**src/rtl/zx_window_accumulator_pkg.sv**
```systemverilog
// zx_pkg: shared definitions for the z/x window accumulator slice.
//   - default widths and pipeline latency
//   - window FSM state encoding
package zx_pkg;

   localparam int DATAWIDTH_DEF = 32;
   localparam int ACCWIDTH_DEF  = 48;
   localparam int CNTWIDTH_DEF  = 8;
   localparam int LATENCY_DEF   = 2;

   typedef enum logic [0:0] {
      ST_IDLE = 1'b0,
      ST_FILL = 1'b1
   } state_t;

endpackage

```
**src/rtl/zx_window_accumulator_if.sv**
```systemverilog
// zx_window_accumulator_if: groups the sample input side and the result
// valid/ready side of the window accumulator.
//   src_valid, z, x, win_len, flush : sample stream and control into the block
//   out_ready                       : consumer accepts the held result
//   out_valid, z_sum, x_sum, n_out  : held window result
//   overrun                         : sticky dropped-result flag
// modport slave is the accumulator, modport master is its environment.
interface zx_window_accumulator_if
   import zx_pkg::*;
#(
   parameter int DATAWIDTH = DATAWIDTH_DEF,
   parameter int ACCWIDTH  = ACCWIDTH_DEF,
   parameter int CNTWIDTH  = CNTWIDTH_DEF
) ();

   logic                        src_valid;
   logic signed [DATAWIDTH-1:0] z;
   logic signed [DATAWIDTH-1:0] x;
   logic [CNTWIDTH-1:0]         win_len;
   logic                        flush;
   logic                        out_valid;
   logic                        out_ready;
   logic signed [ACCWIDTH-1:0]  z_sum;
   logic signed [ACCWIDTH-1:0]  x_sum;
   logic [CNTWIDTH-1:0]         n_out;
   logic                        overrun;

   modport slave (
      input  src_valid, z, x, win_len, flush, out_ready,
      output out_valid, z_sum, x_sum, n_out, overrun
   );

   modport master (
      output src_valid, z, x, win_len, flush, out_ready,
      input  out_valid, z_sum, x_sum, n_out, overrun
   );

endinterface

```
**src/rtl/zx_window_accumulator_valid_delay_line.sv**
```systemverilog
// valid_delay_line: shifts the launch strobe through LATENCY register
// stages so that q lines up with the z/x values leaving circuit4.
//   Clk : rising-edge clock
//   Rst : asynchronous active-high reset, empties the line
//   clr : synchronous clear of every stage (strobe in flight is discarded)
//   d   : launch strobe (stage 0)
//   q   : strobe after LATENCY cycles
// LATENCY must be at least 1.
module valid_delay_line
   import zx_pkg::*;
#(
   parameter int LATENCY = LATENCY_DEF
) (
   input  logic Clk,
   input  logic Rst,
   input  logic clr,
   input  logic d,
   output logic q
);

   logic [LATENCY:1] vld_q;
   logic [LATENCY:1] vld_d;

   // A clear wipes the whole line, including the strobe arriving this cycle.
   always_comb begin
      vld_d = vld_q;
      if (clr) begin
         vld_d = '0;
      end else begin
         vld_d[1] = d;
         for (int k = 2; k <= LATENCY; k++) begin
            vld_d[k] = vld_q[k-1];
         end
      end
   end

   always_ff @(posedge Clk or posedge Rst) begin
      if (Rst) begin
         vld_q <= '0;
      end else begin
         vld_q <= vld_d;
      end
   end

   assign q = vld_q[LATENCY];

endmodule

```
**src/rtl/zx_window_accumulator.sv**
```systemverilog
// zx_window_accumulator: sums windows of win_len z/x samples from circuit4
// and presents each window result in a one-entry valid/ready register.
//   Clk : rising-edge clock
//   Rst : asynchronous active-high reset
//   bus : zx_window_accumulator_if.slave (samples, control, result, overrun)
// A sample is valid in the cycle the launch strobe emerges from the delay
// line. A window completes in the sample cycle where its count reaches the
// length latched when the window opened; a completion that finds the
// previous result still unaccepted is dropped and sets the sticky overrun.
// ACCWIDTH must be greater than DATAWIDTH.
module zx_window_accumulator
   import zx_pkg::*;
#(
   parameter int DATAWIDTH = DATAWIDTH_DEF,
   parameter int ACCWIDTH  = ACCWIDTH_DEF,
   parameter int CNTWIDTH  = CNTWIDTH_DEF,
   parameter int LATENCY   = LATENCY_DEF
) (
   input logic                     Clk,
   input logic                     Rst,
   zx_window_accumulator_if.slave  bus
);

   logic                       s;
   state_t                     state_q, state_d;
   logic signed [ACCWIDTH-1:0] z_acc_q, z_acc_d;
   logic signed [ACCWIDTH-1:0] x_acc_q, x_acc_d;
   logic [CNTWIDTH-1:0]        cnt_q, cnt_d;
   logic [CNTWIDTH-1:0]        len_q, len_d;
   logic                       out_valid_q, out_valid_d;
   logic signed [ACCWIDTH-1:0] z_sum_q, z_sum_d;
   logic signed [ACCWIDTH-1:0] x_sum_q, x_sum_d;
   logic [CNTWIDTH-1:0]        n_out_q, n_out_d;
   logic                       overrun_q, overrun_d;

   logic signed [ACCWIDTH-1:0] z_ext, x_ext;
   logic signed [ACCWIDTH-1:0] z_next, x_next;
   logic [CNTWIDTH-1:0]        cnt_next;
   logic [CNTWIDTH-1:0]        len_eff;
   logic                       complete;

   valid_delay_line #(
      .LATENCY (LATENCY)
   ) u_delay (
      .Clk (Clk),
      .Rst (Rst),
      .clr (bus.flush),
      .d   (bus.src_valid),
      .q   (s)
   );

   assign z_ext = {{(ACCWIDTH-DATAWIDTH){bus.z[DATAWIDTH-1]}}, bus.z};
   assign x_ext = {{(ACCWIDTH-DATAWIDTH){bus.x[DATAWIDTH-1]}}, bus.x};

   // Running values as they would be after taking this cycle's sample.
   // In IDLE the window is opening, so the sample starts a fresh sum and the
   // length comes straight from win_len (zero meaning one).
   always_comb begin
      z_next   = '0;
      x_next   = '0;
      cnt_next = CNTWIDTH'(1);
      len_eff  = len_q;
      if (state_q == ST_IDLE) begin
         z_next   = z_ext;
         x_next   = x_ext;
         cnt_next = CNTWIDTH'(1);
         len_eff  = (bus.win_len == '0) ? CNTWIDTH'(1) : bus.win_len;
      end else begin
         z_next   = z_acc_q + z_ext;
         x_next   = x_acc_q + x_ext;
         cnt_next = cnt_q + CNTWIDTH'(1);
         len_eff  = len_q;
      end
      complete = s && !bus.flush && (cnt_next == len_eff);
   end

   // Window FSM and accumulators. flush beats a coincident sample; a
   // completing sample returns to IDLE so the next sample opens a new window.
   always_comb begin
      state_d = state_q;
      z_acc_d = z_acc_q;
      x_acc_d = x_acc_q;
      cnt_d   = cnt_q;
      len_d   = len_q;
      if (bus.flush) begin
         state_d = ST_IDLE;
         z_acc_d = '0;
         x_acc_d = '0;
         cnt_d   = '0;
      end else if (s) begin
         if (state_q == ST_IDLE) begin
            len_d = len_eff;
         end
         if (complete) begin
            state_d = ST_IDLE;
            z_acc_d = '0;
            x_acc_d = '0;
            cnt_d   = '0;
         end else begin
            state_d = ST_FILL;
            z_acc_d = z_next;
            x_acc_d = x_next;
            cnt_d   = cnt_next;
         end
      end
   end

   // One-entry result register. A completion loads when the slot is empty or
   // being accepted this cycle, so accept-plus-complete keeps out_valid high.
   always_comb begin
      out_valid_d = out_valid_q;
      z_sum_d     = z_sum_q;
      x_sum_d     = x_sum_q;
      n_out_d     = n_out_q;
      overrun_d   = overrun_q;
      if (complete) begin
         if (!out_valid_q || bus.out_ready) begin
            out_valid_d = 1'b1;
            z_sum_d     = z_next;
            x_sum_d     = x_next;
            n_out_d     = cnt_next;
         end else begin
            overrun_d = 1'b1;
         end
      end else if (out_valid_q && bus.out_ready) begin
         out_valid_d = 1'b0;
      end
   end

   always_ff @(posedge Clk or posedge Rst) begin
      if (Rst) begin
         state_q     <= ST_IDLE;
         z_acc_q     <= '0;
         x_acc_q     <= '0;
         cnt_q       <= '0;
         len_q       <= '0;
         out_valid_q <= 1'b0;
         z_sum_q     <= '0;
         x_sum_q     <= '0;
         n_out_q     <= '0;
         overrun_q   <= 1'b0;
      end else begin
         state_q     <= state_d;
         z_acc_q     <= z_acc_d;
         x_acc_q     <= x_acc_d;
         cnt_q       <= cnt_d;
         len_q       <= len_d;
         out_valid_q <= out_valid_d;
         z_sum_q     <= z_sum_d;
         x_sum_q     <= x_sum_d;
         n_out_q     <= n_out_d;
         overrun_q   <= overrun_d;
      end
   end

   assign bus.out_valid = out_valid_q;
   assign bus.z_sum     = z_sum_q;
   assign bus.x_sum     = x_sum_q;
   assign bus.n_out     = n_out_q;
   assign bus.overrun   = overrun_q;

endmodule

```
**src/flat_wrapper.sv**
```systemverilog
// flat-port wrapper written by rule: the top's interface ports become plain ports
module zx_window_accumulator_flat import zx_pkg::*;
#(
   parameter int DATAWIDTH = DATAWIDTH_DEF,
   parameter int ACCWIDTH  = ACCWIDTH_DEF,
   parameter int CNTWIDTH  = CNTWIDTH_DEF,
   parameter int LATENCY   = LATENCY_DEF
)
  (Clk, Rst, bus_src_valid, bus_z, bus_x, bus_win_len, bus_flush, bus_out_ready, bus_out_valid, bus_z_sum, bus_x_sum, bus_n_out, bus_overrun);
  zx_window_accumulator_if #(.DATAWIDTH(DATAWIDTH), .ACCWIDTH(ACCWIDTH), .CNTWIDTH(CNTWIDTH)) bus_i ();
  input logic Clk;
  input logic Rst;
  input wire logic [$bits(bus_i.src_valid)-1:0] bus_src_valid;
  input wire logic [$bits(bus_i.z)-1:0] bus_z;
  input wire logic [$bits(bus_i.x)-1:0] bus_x;
  input wire logic [$bits(bus_i.win_len)-1:0] bus_win_len;
  input wire logic [$bits(bus_i.flush)-1:0] bus_flush;
  input wire logic [$bits(bus_i.out_ready)-1:0] bus_out_ready;
  output wire logic [$bits(bus_i.out_valid)-1:0] bus_out_valid;
  output wire logic [$bits(bus_i.z_sum)-1:0] bus_z_sum;
  output wire logic [$bits(bus_i.x_sum)-1:0] bus_x_sum;
  output wire logic [$bits(bus_i.n_out)-1:0] bus_n_out;
  output wire logic [$bits(bus_i.overrun)-1:0] bus_overrun;
  assign bus_i.src_valid = bus_src_valid;
  assign bus_i.z = bus_z;
  assign bus_i.x = bus_x;
  assign bus_i.win_len = bus_win_len;
  assign bus_i.flush = bus_flush;
  assign bus_i.out_ready = bus_out_ready;
  assign bus_out_valid = bus_i.out_valid;
  assign bus_z_sum = bus_i.z_sum;
  assign bus_x_sum = bus_i.x_sum;
  assign bus_n_out = bus_i.n_out;
  assign bus_overrun = bus_i.overrun;
  zx_window_accumulator #(.DATAWIDTH(DATAWIDTH), .ACCWIDTH(ACCWIDTH), .CNTWIDTH(CNTWIDTH), .LATENCY(LATENCY)) u_core (.Clk(Clk), .Rst(Rst), .bus(bus_i));
endmodule
```
**config.mk**
```make
export PLATFORM = sky130hd
export DESIGN_NAME = zx_window_accumulator_flat
export DESIGN_NICKNAME = d
export VERILOG_FILES = /design/src/rtl/zx_window_accumulator_pkg.sv /design/src/rtl/zx_window_accumulator_if.sv /design/src/rtl/zx_window_accumulator_valid_delay_line.sv /design/src/rtl/zx_window_accumulator.sv /design/src/flat_wrapper.sv
export SDC_FILE = /design/constraint.sdc
export NUM_CORES = 1
export LEC_CHECK = 0
export BUFFER_PORTS_ARGS = -buffer_cell sky130_fd_sc_hd__buf_2
export CORE_ASPECT_RATIO = 1.4
export CORE_UTILIZATION = 59
export CTS_CLUSTER_SIZE = 14
export DETAILED_ROUTE_END_ITERATION = 10
export GPL_TIMING_DRIVEN = 0
export PLACE_DENSITY = 0.77
export SYNTH_ARGS = -nofsm -noshare
export SYNTH_HDL_FRONTEND = slang
export SYNTH_SLANG_ARGS = --single-unit
```
**constraint.sdc**
```tcl
create_clock -name Clk -period 9.6 [get_ports Clk]
set_input_delay 1.92 -clock Clk [delete_from_list [all_inputs] [get_ports Clk]]
set_output_delay 1.92 -clock Clk [all_outputs]
set_load 0.02 [all_outputs]
```
==> results.txt, run 1 <==
Post-route ant nets - 0
RSZ-0062 raised after global routing - false
Synthesized instance count - 1578
TritonCTS clock tree - yes
Std-Cell Rows - 66
Gr usage total - 33.3%
Commonest non-fill, non-tap cell in the layout - nand2_1
Die ar. - 0.0244 sq mm
Dominant cell type by area after synthesis - dfrtp_1
Crit path time final - 4860 ps
Status - complete, no violations
Die Wd - 132 microns
Worst slew margin - 40.6%
Antenna violations before repair - 0
PnR worst setup slack - 4740 ps
Worst clock skew - 15.7 ps
Iter 0 DRT Violations - 769
Reg2reg setup slack - 5790 ps
Leak pwr - 8.02 nW
Nets@finish - 1960
Endpoints failing setup - 0
Layout cells sized above 1 - 14.9%
Pwr per Cell Area - 146 mW/mm^2
Most frequent cells in the layout - nand2_1 (239), dfrtp_1 (221), o21ai_0 (216)
Syn avg cell area - 8.90 sq um
Crit Path Category - in -> reg
Latest clock arrival within the worst-skew pair - 520 ps
Crit path DAT - 5270 ps
Worst slew pin tran - 892 ps
Final cycle utilization of the critical path - 50.6%
Achievable Freq - 206 MHz
PortBufs - 182
Root Buffer - clkbuf_16
Number of synthesized flops with an enable pin - 0
Total Power - 2.36 mW
CTS Hold Bufs - 0
Largest cells by area after synthesis - dfrtp_1 (39%), ha_1 (8.5%), o21ai_0 (7.7%)
Core area - 0.0233 sq mm
First-pass GRT wire length - 65.6 mm
Via count of the first global-routing pass - 13100
Vias per cell - 6.14
Post-CTS Resized - 0
Final WL - 40.3 mm
CP required - 10010 ps
Worst min path class - reg -> reg
Detailed Routing Iterations Pass 1 - 5
Cts bufs inserted - 23
Via count - 12900
Largest net degree at the start of global routing - 123
Syn nets - 1752
Diode count - 0
# IOs - 183
Synth Register Bits - 221
Post-synthesis sequential area ratio - 39.4%
Startpoint Class - input port
Average wire per standard cell - 19.1 microns
Htree depth - 1
Synthesized area - 0.0140 sq mm
Post-CTS setup repair buffer count - 0
Final hold vios - 0
Async SR Flop Fraction - 100%
Grt ovf - 0
Area grow syn2layout - 15.2%
Clock sink total - 221
Pre-CTS WS - 4250 ps
# DRC - 0
CTS Buffer Depth - 3
Slew Viols, Final - 0
Unique cell type count in the Yosys netlist - 67
Worst VDD drop - 0.136 mV
Synth top area share - 39.4%
Max-Cap Viols - 0
Worst Setup End Kind - flip-flop
DP HPWL - 30.1 mm
Clock-pin transition on the worst setup and hold timing paths - 70 ps
Die Height - 185 microns
Crit-path max FO - 4
Synth Warn # - 0
Final GP Congestion - 0.937
Starting Density - 60.3%
Top FF cell, synth - dfrtp_1
## area by class of cell
| type | count | area, sq um |
|---|---|---|
| Buffer | 89 | 380 |
| Clock buffer | 32 | 659 |
| Clock inverter | 8 | 149 |
| Fill cell | 1945 | 7100 |
| Inverter | 31 | 124 |
| Multi-Input combinational cell | 1237 | 8020 |
| Sequential cell | 221 | 5530 |
| Tap cell | 306 | 383 |
| Timing Repair Buffer | 183 | 938 |
## per-layer routing
layer	vias up	track usage [%]	part of all wire, %
met2	421	61.3	51
met1	6275	39.0	40
met3	113	4.02	5.1
li1	6128	-	-
met4	0	14.0	4.0
met5	-	0	0
## synth_stat cells, drive strengths merged (12+ instances only)
| library cell | n |
|---|---|
| a211oi | 12 |
| clkbuf | 65 |
| nor3 | 16 |
| a21o | 48 |
| o21bai | 14 |
| buf | 24 |
| xnor2 | 59 |
| a21oi | 139 |
| o21ai | 226 |
| nand3 | 26 |
| ha | 95 |
| and3 | 12 |
| xor2 | 41 |
| a31oi | 21 |
| dfrtp | 221 |
| mux2i | 48 |
| o31ai | 14 |
| inv | 31 |
| nand2 | 239 |
| nor2 | 68 |
| a221o | 36 |
| nand4 | 21 |
## state kept, by name, summed over array words and instances (netlist names), 2 cells and up
name and cells:
u_core.bus.n_out 8, u_core.bus.x_sum 48, u_core.bus.z_sum 48, u_core.cnt_q 8, u_core.len_q 8, u_core.u_delay.vld_q 2
u_core.x_acc_q 48, u_core.z_acc_q 48
## per-stage QoR
stage	hold slack (ps)	util [%]	instance area (sq um)	TNS, ps	std cells
2_1_floorplan	439	-	14000	0	1578
3_3_place_gp	447	65.9	15300	-150540	2066
3_5_place_dp	459	66.0	15400	0	2067
4_1_cts	473	69.5	16200	0	2107
5_1_grt	497	69.5	16200	0	2107
6_report	475	69.5	16200	0	2107
## where the power goes
group	internal, mW	switching [mW]	leakage (nW)
clock	0.586	0.385	0.389
sequential	0.964	0.0226	3.04
combinational	0.147	0.257	4.60
total	1.70	0.664	8.02
## cell families (layout without fill, tap and decap cells)
logic type	after synthesis	count (layout)	share of synthesized area, %
flip-flops	221	221	39.4
AND/OR/NAND/NOR	420	420	13.1
XOR/XNOR	100	100	6.24
adder cells (fa/ha/maj)	97	97	8.75
buffers and inverters	120	343	3.54
multiplexers	59	59	4.30
AO/OA/AOI/OAI	561	561	24.7
## path summary, 6_finish.rpt
check | cells after the start | to | startpoint
max in group asynchronous | 3 | u_core.bus.x_sum[12] | Rst
setup / recovery | 14 | u_core.z_acc_q[46] | bus_z[0]
setup reg to reg | 13 | u_core.bus.n_out[2] | u_core.cnt_q[0]
hold / removal | 2 | u_core.bus.z_sum[10] | u_core.bus.z_sum[10]
min in group asynchronous | 2 | u_core.bus.n_out[2] | Rst
hold reg to reg | 2 | u_core.bus.z_sum[10] | u_core.bus.z_sum[10]
## critical path, cell delays in order
cell and delay, ps:
buf_2 110, ha_1 240, fa_1 440, a211oi_1 290
nor2_1 160, o211ai_1 350, a2111oi_1 180, o21bai_1 260
a311oi_1 160, o21ai_0 350, nand2b_1 150, a31oi_1 220
xnor2_1 110, a221o_1 330
(Power assumes the default switching activity.)
==> run 2: changes to the inputs <==
Clock period 9.6 ns to 5 ns, I/O delays scaled along.
==> run 2 against run 1 <==
Final cell count rose by 0.43%; core utilization rose by 0.35 points; register-to-register slack got worse by 4600 ps; total power up 90%; highest routed layer unchanged; die area is the same; worst hold slack worse by 27 ps; sequential share of layout area shrank 0.17 points.
==> results.txt, run 2 (synthesized netlist as in run 1, its figures left out) <==
Status - complete, no violations
Die ar. - 0.0244 sq mm (unchanged)
Post-CTS setup repair buffer count - 0 (unchanged)
Worst min path class - in -> async
Endpoints failing setup - 0 (unchanged)
Average wire per standard cell - 18.9 microns (-1.2%)
Starting Density - 60.3% (unchanged)
CTS Hold Bufs - 0 (unchanged)
Htree depth - 1 (unchanged)
Clock power share - 40.4% (-0.7 points)
Leak pwr - 8.07 nW (+0.52%)
CP required - 5410 ps (-4600 ps)
Largest net degree at the start of global routing - 41 (-67%)
Slew Viols, Final - 0 (unchanged)
Met2 wire length - 20.1 mm (-2.7%)
Crit path time final - 3940 ps
Dpl cells - 2072 (+0.24%)
M1 WL - 15.8 mm (-0.90%)
# IOs - 183 (unchanged)
Area grow syn2layout - 15.8%
Nets@finish - 1966 (+0.31%)
Final hold vios - 0 (unchanged)
Detailed Routing Iterations Pass 1 - 6 (+1)
Clock sink total - 221 (unchanged)
Antenna violations before repair - 1 (+1)
Max-Cap Viols - 0 (unchanged)
TritonCTS clock tree - yes
Root Buffer - clkbuf_16
Top layer in use - met4
Core area - 0.0233 sq mm (unchanged)
Buf/Inv on CP - 1 (unchanged)
Final WL - 40.0 mm (-0.79%)
Final GP Congestion - 0.958 (+2.2%)
Diode count - 0 (unchanged)
CP Cell Sequence - buf_2 > ha_1 > fa_1 > a211oi_1 > nor2_1 > o211ai_1 > a2111oi_1 > o21bai_1 > a311oi_1 > o21ai_0 > nand2b_1 > a31oi_1 > xnor2_1 > a221o_1
Achievable Freq - 254 MHz
Worst slew pin tran - 973 ps (+81.9 ps)
Worst VDD drop - 0.299 mV (+120%)
Latest clock arrival within the worst-skew pair - 530 ps (about the same)
Startpoint Class - input port
Iter 0 DRT Violations - 872 (+13%)
CP top delay family - compound AO/OA/AOI/OAI gates
Via count - 12900 (-0.52%)
DP HPWL - 30.2 mm (+0.55%)
Pint - 3.19 mW (+88%)
PortBufs - 182 (unchanged)
Met3 WL - 2.15 mm (+4.3%)
Cts bufs inserted - 24 (+4.3%)
Commonest non-fill, non-tap cell in the layout - nand2_1
Post-route ant nets - 0 (unchanged)
Crit path DAT - 4350 ps (-920 ps)
Vias per cell - 6.08 (-0.94%)
Die Wd - 132 microns (unchanged)
Layout Cells excl Fill - 2116 (+0.43%)
Switching share of total power - 28.9% (+0.72 points)
Total Power - 4.49 mW (+90%)
Worst clock skew - 11.4 ps (-4.29 ps)
Die Height - 185 microns (unchanged)
RSZ-0062 raised after global routing - false
Net switching power - 1.30 mW (+95%)
Most frequent cells in the layout - nand2_1 (239), dfrtp_1 (221), o21ai_0 (216)
Logic pwr share - 17.4% (+0.3 points)
Crit-path max FO - 4 (unchanged)
Gr usage total - 32.5% (-0.86 points)
Slowest-stage cell, CP - a2111oi_1
Worst slew margin - 35.1% (-5.5 points)
Via count of the first global-routing pass - 12800 (-2.5%)
CTS Buffer Depth - 3 (unchanged)
Flop pwr share - 42.2% (+0.4 points)
Crit Path Category - in -> reg
Pwr per Cell Area - 276 mW/mm^2 (+89%)
# DRC - 0 (unchanged)
Layout cells sized above 1 - 15.4% (+0.48 points)
Worst stage delay on the critical path - 620 ps (+180 ps)
Clock-pin transition on the worst setup and hold timing paths - 60 ps (about the same)
Final cycle utilization of the critical path - 78.7%
Post-CTS Resized - 0 (unchanged)
Std-Cell Rows - 66 (unchanged)
Grt ovf - 0 (unchanged)
Worst Setup End Kind - flip-flop
First-pass GRT wire length - 63.4 mm (-3.3%)
run 2: cell count changes in the layout (fill, tap and decap cells not counted), moves of 2 or more:
cell	delta
bufinv_16	-3
buf_12	+6
clkinvlp_4	+2
clkinv_2	+5
clkbuf_16	+2
run 2: final timing paths:
| check | depth (start not counted) | slack [ps] | from | endpoint |
|---|---|---|---|---|
| worst max-delay path | 14 | 1060 | bus_z[0] | u_core.z_acc_q[46] |
| worst min-delay path | 2 | 450 | Rst | u_core.len_q[7] |
| worst max register to register | 14 | 1230 | u_core.cnt_q[0] | u_core.bus.x_sum[28] |
| worst min register to register | 1 | 450 | u_core.bus.overrun | u_core.bus.overrun |
| max in group asynchronous | 6 | 3290 | Rst | u_core.bus.x_sum[9] |
| min in group Clk | 1 | 450 | u_core.bus.overrun | u_core.bus.overrun |
run 2: layout make-up:
cell class	count	area, sq um
clock buffers	34	719
multi-input cells	1237	8020
fillers	1942	7020
plain buffers	89	380
repair buffers	188	1030
flip-flops and latches	221	5530
inverters	31	120
clock inverters	10	82.6
well taps	306	383
run 2: layer usage:
metal / up-vias / GRT usage, %
met1: 6192 / 37.7
met5: - / 0
li1: 6131 / -
met3: 116 / 4.18
met2: 431 / 58.2
met4: 0 / 17.3
run 2: power by group through the flow:
stage          combinational (mW)  sequential (mW)  clock [mW]
6_report                    0.780             1.90        1.81
5_1_grt                     0.861             1.90        1.89
4_1_cts                     0.775             1.89        1.83
3_5_place_dp                0.771             1.93           0
3_3_place_gp                0.741             1.92           0
2_1_floorplan               0.522             1.94           0
run 2: worst reg2reg max path, stage by stage, from the launching register on:
cell and delay [ps]:
dfrtp_1 450, ha_1 280, nand3_1 110, xor2_1 150, nor2_1 230, xor2_1 130, a2111o_1 380, o21ai_2 80
nand3_2 140, nor2_2 260, nand2_1 340, buf_2 370, clkbuf_1 420, nand2_1 180, o21ai_0 100
run 2: through the flow:
stage	utilization (%)	instance area (sq um)	setup WS (ps)	hold slack, ps	setup TNS, ps
2_1_floorplan	-	14000	1120	439	0
3_3_place_gp	65.9	15300	-208	446	-39120
3_5_place_dp	66.4	15500	667	439	0
4_1_cts	69.8	16300	1180	447	0
5_1_grt	69.8	16300	908	468	0
6_report	69.8	16300	1060	448	0
